<file path="src/rtl/pe_grid_pkg.sv">
// pe_grid_pkg: shared widths, drain FSM encoding and column-slice helper for the PE grid.
package pe_grid_pkg;

    localparam int DATA_W = 32;
    localparam int LANE_W = 9;

    typedef enum logic {IDLE = 1'b0, EMIT = 1'b1} drain_state_e;

    // Column 0 occupies the MSBs of a row, so column j starts at this LSB.
    function automatic int col_lsb(input int cols, input int j);
        return (cols - j - 1) * DATA_W;
    endfunction

endpackage

</file>
<file path="src/rtl/pe_grid_row_fifo.sv">
// pe_grid_row_fifo: synchronous FIFO of whole result rows with registered count.
// Head row is read from storage only, so a row pushed this cycle is not visible until the next.
module pe_grid_row_fifo
    import pe_grid_pkg::*;
#(
    parameter int COLS  = 1,
    parameter int DEPTH = 4
) (
    input  logic                   i_clk,
    input  logic                   i_rst,
    input  logic                   i_push,
    input  logic [COLS*DATA_W-1:0] i_wdata,
    input  logic                   i_pop,
    output logic [COLS*DATA_W-1:0] o_rdata,
    output logic                   o_full,
    output logic                   o_empty
);

    localparam int AW = $clog2(DEPTH);

    logic [COLS*DATA_W-1:0] r_mem [DEPTH];
    logic [AW-1:0]          r_wr_ptr;
    logic [AW-1:0]          r_rd_ptr;
    logic [AW:0]            r_count;
    logic                   w_wr;
    logic                   w_rd;

    assign o_full  = r_count == (AW+1)'(DEPTH);
    assign o_empty = r_count == '0;
    assign w_wr    = i_push && !o_full;
    assign w_rd    = i_pop && !o_empty;
    assign o_rdata = r_mem[r_rd_ptr];

    always_ff @(posedge i_clk) begin
        if (w_wr) r_mem[r_wr_ptr] <= i_wdata;
    end

    always_ff @(posedge i_clk) begin
        if (i_rst) begin
            r_wr_ptr <= '0;
            r_rd_ptr <= '0;
            r_count  <= '0;
        end else begin
            r_wr_ptr <= r_wr_ptr + AW'(w_wr);
            r_rd_ptr <= r_rd_ptr + AW'(w_rd);
            r_count  <= r_count + (AW+1)'(w_wr) - (AW+1)'(w_rd);
        end
    end

endmodule

</file>
<file path="src/rtl/pe_grid_result_drain.sv">
// pe_grid_result_drain: buffers PE-grid result rows and serialises them onto a 32-bit valid/ready stream.
// Define PE_DRAIN_ACC_EN to sum ACC_LEN consecutive rows (K-tiling) before each row is enqueued.
module pe_grid_result_drain
    import pe_grid_pkg::*;
#(
    parameter int COLS    = 1,
    parameter int DEPTH   = 4,
    parameter int ACC_LEN = 4
) (
    input  logic                   i_clk,
    input  logic                   i_rst,
    input  logic                   i_valid,
    input  logic [COLS*DATA_W-1:0] i_col_data,
    output logic                   o_full,
    output logic                   o_drop,
    output logic                   o_ovf,
    output logic [DATA_W-1:0]      o_data,
    output logic                   o_valid,
    input  logic                   i_ready,
    output logic                   o_last
);

    localparam int RW = COLS * DATA_W;
    localparam int KW = COLS > 1 ? $clog2(COLS) : 1;

    logic          w_push;
    logic          w_pop;
    logic          w_empty;
    logic          w_hs;
    logic          w_row_end;
    logic [RW-1:0] w_push_data;
    logic [RW-1:0] w_head;
    logic [RW-1:0] r_shift;
    logic [KW-1:0] r_k;
    logic          r_drop;
    drain_state_e  r_state;
    drain_state_e  w_state_nx;

`ifdef PE_DRAIN_ACC_EN
    localparam int CW = ACC_LEN > 1 ? $clog2(ACC_LEN) : 1;

    logic [CW-1:0]   r_cnt;
    logic [RW-1:0]   r_acc;
    logic [RW-1:0]   w_base;
    logic [COLS-1:0] w_ovf_col;
    logic            w_row_done;
    logic            r_ovf;

    assign w_base     = r_cnt == '0 ? '0 : r_acc;
    assign w_row_done = r_cnt == CW'(ACC_LEN - 1);
    assign w_push     = i_valid && w_row_done;
    assign o_ovf      = r_ovf;

    for (genvar j = 0; j < COLS; j++) begin : g_col
        localparam int L = col_lsb(COLS, j);
        logic [DATA_W-1:0] w_a;
        logic [DATA_W-1:0] w_b;
        logic [DATA_W-1:0] w_s;
        assign w_a = w_base[L +: DATA_W];
        assign w_b = i_col_data[L +: DATA_W];
        assign w_s = w_a + w_b;
        assign w_push_data[L +: DATA_W] = w_s;
        assign w_ovf_col[j] = (w_a[DATA_W-1] == w_b[DATA_W-1]) && (w_s[DATA_W-1] != w_a[DATA_W-1]);
    end

    // The tile clears on its last row even if the FIFO drops the sum.
    always_ff @(posedge i_clk) begin
        if (i_rst) begin
            r_cnt <= '0;
            r_acc <= '0;
            r_ovf <= 1'b0;
        end else if (i_valid) begin
            r_cnt <= w_row_done ? '0 : r_cnt + CW'(1);
            r_acc <= w_row_done ? '0 : w_push_data;
            r_ovf <= r_ovf | (|w_ovf_col);
        end
    end
`else
    assign w_push      = i_valid;
    assign w_push_data = i_col_data;
    assign o_ovf       = 1'b0;
`endif

    pe_grid_row_fifo #(
        .COLS  (COLS),
        .DEPTH (DEPTH)
    ) u_fifo (
        .i_clk   (i_clk),
        .i_rst   (i_rst),
        .i_push  (w_push),
        .i_wdata (w_push_data),
        .i_pop   (w_pop),
        .o_rdata (w_head),
        .o_full  (o_full),
        .o_empty (w_empty)
    );

    assign o_valid = r_state == EMIT;
    assign o_last  = r_state == EMIT && r_k == KW'(COLS - 1);
    assign o_data  = r_shift[col_lsb(COLS, 0) +: DATA_W];
    assign o_drop  = r_drop;

    // Reloading on the final handshake keeps back-to-back rows bubble-free.
    always_comb begin
        w_hs       = r_state == EMIT && i_ready;
        w_row_end  = w_hs && r_k == KW'(COLS - 1);
        w_pop      = !w_empty && (r_state == IDLE || w_row_end);
        w_state_nx = w_pop ? EMIT : (w_row_end ? IDLE : r_state);
    end

    always_ff @(posedge i_clk) begin
        if (i_rst) begin
            r_state <= IDLE;
            r_shift <= '0;
            r_k     <= '0;
            r_drop  <= 1'b0;
        end else begin
            r_state <= w_state_nx;
            r_drop  <= r_drop | (w_push && o_full);
            if (w_pop) begin
                r_shift <= w_head;
                r_k     <= '0;
            end else if (w_hs) begin
                r_shift <= r_shift << DATA_W;
                r_k     <= r_k + KW'(1);
            end
        end
    end

endmodule

</file>
<file path="config.mk">
export PLATFORM = sky130hd
export DESIGN_NAME = pe_grid_result_drain
export DESIGN_NICKNAME = d
export VERILOG_FILES = /design/src/rtl/pe_grid_pkg.sv /design/src/rtl/pe_grid_row_fifo.sv /design/src/rtl/pe_grid_result_drain.sv
export SDC_FILE = /design/constraint.sdc
export NUM_CORES = 1
export LEC_CHECK = 0
export BUFFER_PORTS_ARGS = -buffer_cell sky130_fd_sc_hd__buf_2
export CAP_MARGIN = 20
export CORE_AREA = 5 5 131 133
export CTS_BUF_LIST = sky130_fd_sc_hd__clkbuf_4 sky130_fd_sc_hd__clkbuf_8
export DETAILED_ROUTE_END_ITERATION = 10
export DIE_AREA = 0 0 136 138
export PLACE_DENSITY_LB_ADDON = 0.25
export SYNTH_ARGS = -nofsm -noshare
export SYNTH_HDL_FRONTEND = slang
export SYNTH_SLANG_ARGS = --single-unit
export TNS_END_PERCENT = 5
</file>
<file path="constraint.sdc">
create_clock -name i_clk -period 10 [get_ports i_clk]
set_clock_uncertainty 0.15 [all_clocks]
set_input_delay 1 -clock i_clk [delete_from_list [all_inputs] [get_ports i_clk]]
set_output_delay 1 -clock i_clk [all_outputs]
set_load 0.005 [all_outputs]
</file>
* Yosys cells after proc, flatten, opt, wreduce, memory -nomap -nowiden
Memories as Yosys holds them, arrays and structs flattened. A register that Yosys moved wholly into a read port is not among the register bits.
Index checks and enable logic that the tools add are counted.
** Word-level totals
- Register bits :: 42
- Bits in writable memories :: 128
- Input bits :: 36
- Output and inout bits :: 37
- Memories kept :: 1
** Operators by class
- $add $sub $neg :: 5
- Eq/ne operators :: 1
- Mux-type cells :: 7
- Bitwise operators :: 3
- Reduce and logical (&&, ||, !) cells :: 14
** Memories
- u_fifo.r_mem :: words 4, width 32, rd ports 1, clocked after Yosys merged registers in 1, write ports 1, RTL line pe_grid_row_fifo.sv:21 : logic [COLS*DATA_W-1:0] r_mem [DEPTH];
** Operators with widths (number)
- two-way mux 32 bit :: 2
- logical AND 1 bit :: 7
- adder 2 x 1 -> 2 bit :: 2
- two-way mux 1 bit :: 4
- nonzero test 2 bit :: 2
- adder 3 x 1 -> 3 bit :: 1
- equality test 3 bit (second input constant) :: 1
- logical NOT 3 bit :: 1
- subtractor 3 x 1 -> 3 bit :: 1
- logical NOT 1 bit :: 2
- two-way mux 2 bit :: 1
- inverter 1 bit :: 2
- OR reduction 2 bit :: 1
- adder 1 bit (second input constant) :: 1
- logical OR 1 bit :: 1
- bitwise OR 1 bit :: 1

* Logic depth before layout (Yosys ltp)
- Depth in word-level cells :: 7
- Mapped depth :: 9
- Depth with buffers taken out :: 9

* Cells and area by module
Synthesis repeated with hierarchy kept, for this count alone.
** Unflattened totals
- Cells, all modules :: 293
- Area total of the unflattened synthesis :: 6203.4 um^2
** Modules (own cells, without submodules)
- pe_grid_row_fifo :: instances 1, cells each 203, area each 5019.8 um^2, sequential area each 3983.8 um^2
- pe_grid_result_drain :: instances 1, cells each 90, area each 1183.6 um^2, sequential area each 700.7 um^2

* Least setup slack after synthesis
Ideal clock, no wire load.
- Kind :: input-to-reg
- Start :: input i_valid
- End :: memory u_fifo.r_mem[0][0] in the netlist's numbering, enable pin
- Arrival :: 3.845 ns
- Path slack :: 5.537 ns
- Stages :: 2
- Cell sequence :: a21boi_0 nor3b_1
** On the way
- Cells in the longest elaborated chain, start to end :: 3
** Ends and longest elaborated chain
- start, declared :: RTL line pe_grid_result_drain.sv:12 : input logic i_valid,
- logical AND 1 bit :: RTL line pe_grid_row_fifo.sv:30 : assign w_wr = i_push && !o_full;
- two-way mux 1 bit :: RTL line pe_grid_row_fifo.sv:35 : if (w_wr) r_mem[r_wr_ptr] <= i_wdata;
- two-way mux 1 bit (implied by the code) :: RTL line pe_grid_row_fifo.sv:35
- end, declared :: RTL line pe_grid_row_fifo.sv:21
No other way between the ends.

* Worst setup path in the final report
- Start :: input i_valid
- End :: memory u_fifo.r_mem[2][24] in the netlist's numbering, enable pin
Same word-level chain as after synthesis.

==> results.tsv <==
stage	metric	value	unit
status	outcome	finished clean	
global_route	global_route_wire_length_before_repair	17100	um
sta	timing.final.hold_violations	0	
yosys	synth-main-ff-cell	edfxtp_1	
floorplanning	placementRows	46	
yosys	postSynthAreaPerCell	20.9	um^2
global_route	grt_pass1_vias	3138	
yosys	yosysUniqueCellTypes	34	
cells_and_area	layout.nets	412	
sta	achievable-frequency	368	MHz
global_route	grt_start_max_net_pins	34	
cts	cts-resized-gates	0	
cells_and_area	final_layout_size_suffix_gt1_share	32.4	%
placement	dp_worst_setup_slack	6.75	ns
route	drc	0	
cts	insertion_delay	0.44	ns
floorplanning	io_pins	73	
worst_hold_path	holdCritPathClass	reg -> reg	
worst_setup_path	critical_path.max_stage_delay	0.81	ns
yosys	synth_area_leaders	edfxtp_1, dfxtp_1, mux4_1, a22o_1, mux4_2	
route	drtAntennaViolNets	0	
job	drv.max_cap_violation_count	0	
floorplanning	die_h	138	um
floorplanning	fp.dieW	136	um
yosys	syn-instance-count	298	
yosys	synthesis.nets	337	
floorplanning	initial_utilization	39.7	%
placement	globalplace.congestion	0.645	
worst_setup_path	crit_required	9.91	ns
cells_and_area	antenna_cells	0	
route	wirelength	10900	um
sta	period_minus_slack	2.72	ns
worst_setup_path	crit-reg2reg-launch	u_fifo.r_count[1]	
cts	cts.hold.buffers_added	0	
yosys	synth_largest_type_area_fraction	61.6	%
placement	port_buffers	71	
worst_setup_path	critPathCaptureType	flop	
sta	maxSlewHeadroom	31.3	%
yosys	async_reset_ff_share	0	%
route	drt-initial-drc-count	199	
sta	unrepaired_setup_endpoints_after_global_routing	false	
cts	numCtsBuffers	17	
pwr	cellPowerDensity	267	nW/um^2
sta	final.period_utilization	27.2	%
sta	setup-violations-final	0	
global_route	grt.total_usage	12.3	%
pwr	ir_drop	0.117	mV
floorplanning	placeableCoreArea	15700	um^2
worst_setup_path	crit_slowest_cell	nor2_4	
cts	post_cts_buffers	0	
cts	clockBufferDepth	2	
cts	clock_pin_slew_reported_for_the_worst_setup_and_hold_paths_after_clock_tree_synthesis	0.08	ns
sta	finalWorstSetupSlack	7.28	ns
cells_and_area	final_util	45.8	%
sta	accumulated_negative_setup_slack	0	ns
cts	htreeDepth	4	
global_route	globalRouteOverflowTotal	0	
cts	cts.sink_count	170	
cts	cts_tree	yes	
worst_setup_path	setup.worst_path.start	i_valid	
cells_and_area	area_growth	15.4	%
pwr	cellLeakagePower	2.58	nW
worst_hold_path	min-delay-start	o_drop	
worst_setup_path	worstSetupPathType	in -> reg	
cells_and_area	layout.filler_cells	1345	
worst_setup_path	worst_setup_path_start_kind	input pin	
yosys	synth-seq-area-share	75.1	%
yosys	yosys.area.top_type	edfxtp_1	
placement	detailedPlacementHpwl	6760	um
yosys	synth_area	6240	um^2
yosys	number_of_flops_mapped_to_enable_cells_by_yosys	128	
yosys	synth_common_cells	edfxtp_1, dfxtp_1, a22o_1	
floorplanning	fp.dieArea	18800	um^2
route	detail_route.first_pass.iterations	4	
global_route	initial_antenna_violation_count	0	
yosys	synth.most_common_cell	edfxtp_1	
pwr	report.power.total	1.92	mW
sta	final_max_slew_viol_count	0	
worst_setup_path	arrival	2.63	ns
route	vias	2951	
route	avgViaCountPerCell	4.90	
cts	ctsRootBufferMaster	clkbuf_8	
yosys	yosys_register_bits	170	
route	wl_per_cell	18.1	um
yosys	yosys_warnings	0	
worst_setup_path	path_cells	buf_2 > a21boi_0 > nand2_1 > nor2_4	
sta	worst_margin_pin_slew	1.03	ns
worst_setup_path	timing.critical_path.fanout_max	32	
registers in the layout, summed over array words and instances, names as in the netlist:
name	cells
u_fifo.r_mem	128
o_drop	1
o_data	32
u_fifo.r_rd_ptr	2
o_valid	1
r_k	1
u_fifo.r_wr_ptr	2
u_fifo.r_count	3
cells in the final DEF, fill, tap and decap left out, types with 2 or more instances in the layout:
cell type,netlist,final
clkbuf_4,0,2
clkinv_1,0,3
dfxtp_1,42,40
inv_1,3,3
bufinv_16,0,4
mux4_1,20,20
nand2b_1,3,3
a22o_1,32,32
nor2_1,7,6
nor2_4,0,2
mux4_2,12,12
a21oi_1,3,3
buf_2,2,71
clkbuf_8,0,20
ha_1,2,2
clkinv_2,0,3
buf_4,1,2
dfxtp_2,0,2
edfxtp_1,128,128
nor2b_1,4,4
nand2_1,3,3
xnor2_1,5,5
path summary, 6_finish.rpt:
| kind | to | slack, ns | cells after the start |
|---|---|---|---|
| worst max-delay path | u_fifo.r_mem[2][24] | 7.28 | 4 |
| worst min-delay path | o_drop | 0.32 | 2 |
| worst max register to register | u_fifo.r_mem[2][24] | 7.42 | 4 |
| worst min register to register | o_drop | 0.32 | 2 |
layer usage:
layer  global-route usage (%)  wire (um)
met5                        0          0
met4                     5.41        207
met3                     3.74        465
met2                     20.4       5600
met1                     14.7       4630
power by group:
| group | internal, mW | switching (mW) |
|---|---|---|
| clock network | 0.294 | 0.225 |
| logic | 0.229 | 0.192 |
| registers | 0.895 | 0.0880 |
| total | 1.42 | 0.505 |
critical path: cells and delay by family:
| family | cells | cell delay [ns] |
|---|---|---|
| and+or+nand+nor | 2 | 0.99 |
| AOI/OAI and AO/OA | 1 | 0.53 |
| buffers and inverters | 1 | 0.09 |
logic make-up after synthesis:
group / count (synthesis) / synth area share [%]
AO/OA/AOI/OAI: 39 / 5.25
XOR/XNOR: 5 / 0.702
adder cells (fa/ha/maj): 3 / 0.722
buffers and inverters: 21 / 2.75
flip-flops: 170 / 75.1
multiplexers: 33 / 12.9
other: 1 / 0.0601
AND/OR/NAND/NOR: 26 / 2.55
metrics by stage:
stage	std cells	hold WS, ns	area, um^2
3_5_place_dp	570	0.303	6760
3_3_place_gp	569	0.292	6740
5_1_grt	602	0.344	7200
4_1_cts	602	0.326	7200
2_1_floorplan	298	0.310	6240
6_report	602	0.319	7200
final cells by class:
cell class	instances	area, um^2	area share, %
clock buffers	22	290	4.03
clock inverters	10	146	2.03
inverters	3	11.3	0.156
multi-input cells	107	1410	19.5
flip-flops and latches	170	4690	65.1
well taps	216	270	3.75
repair buffers	74	390	5.42
No activity file was read; power rests on OpenSTA's default activity.
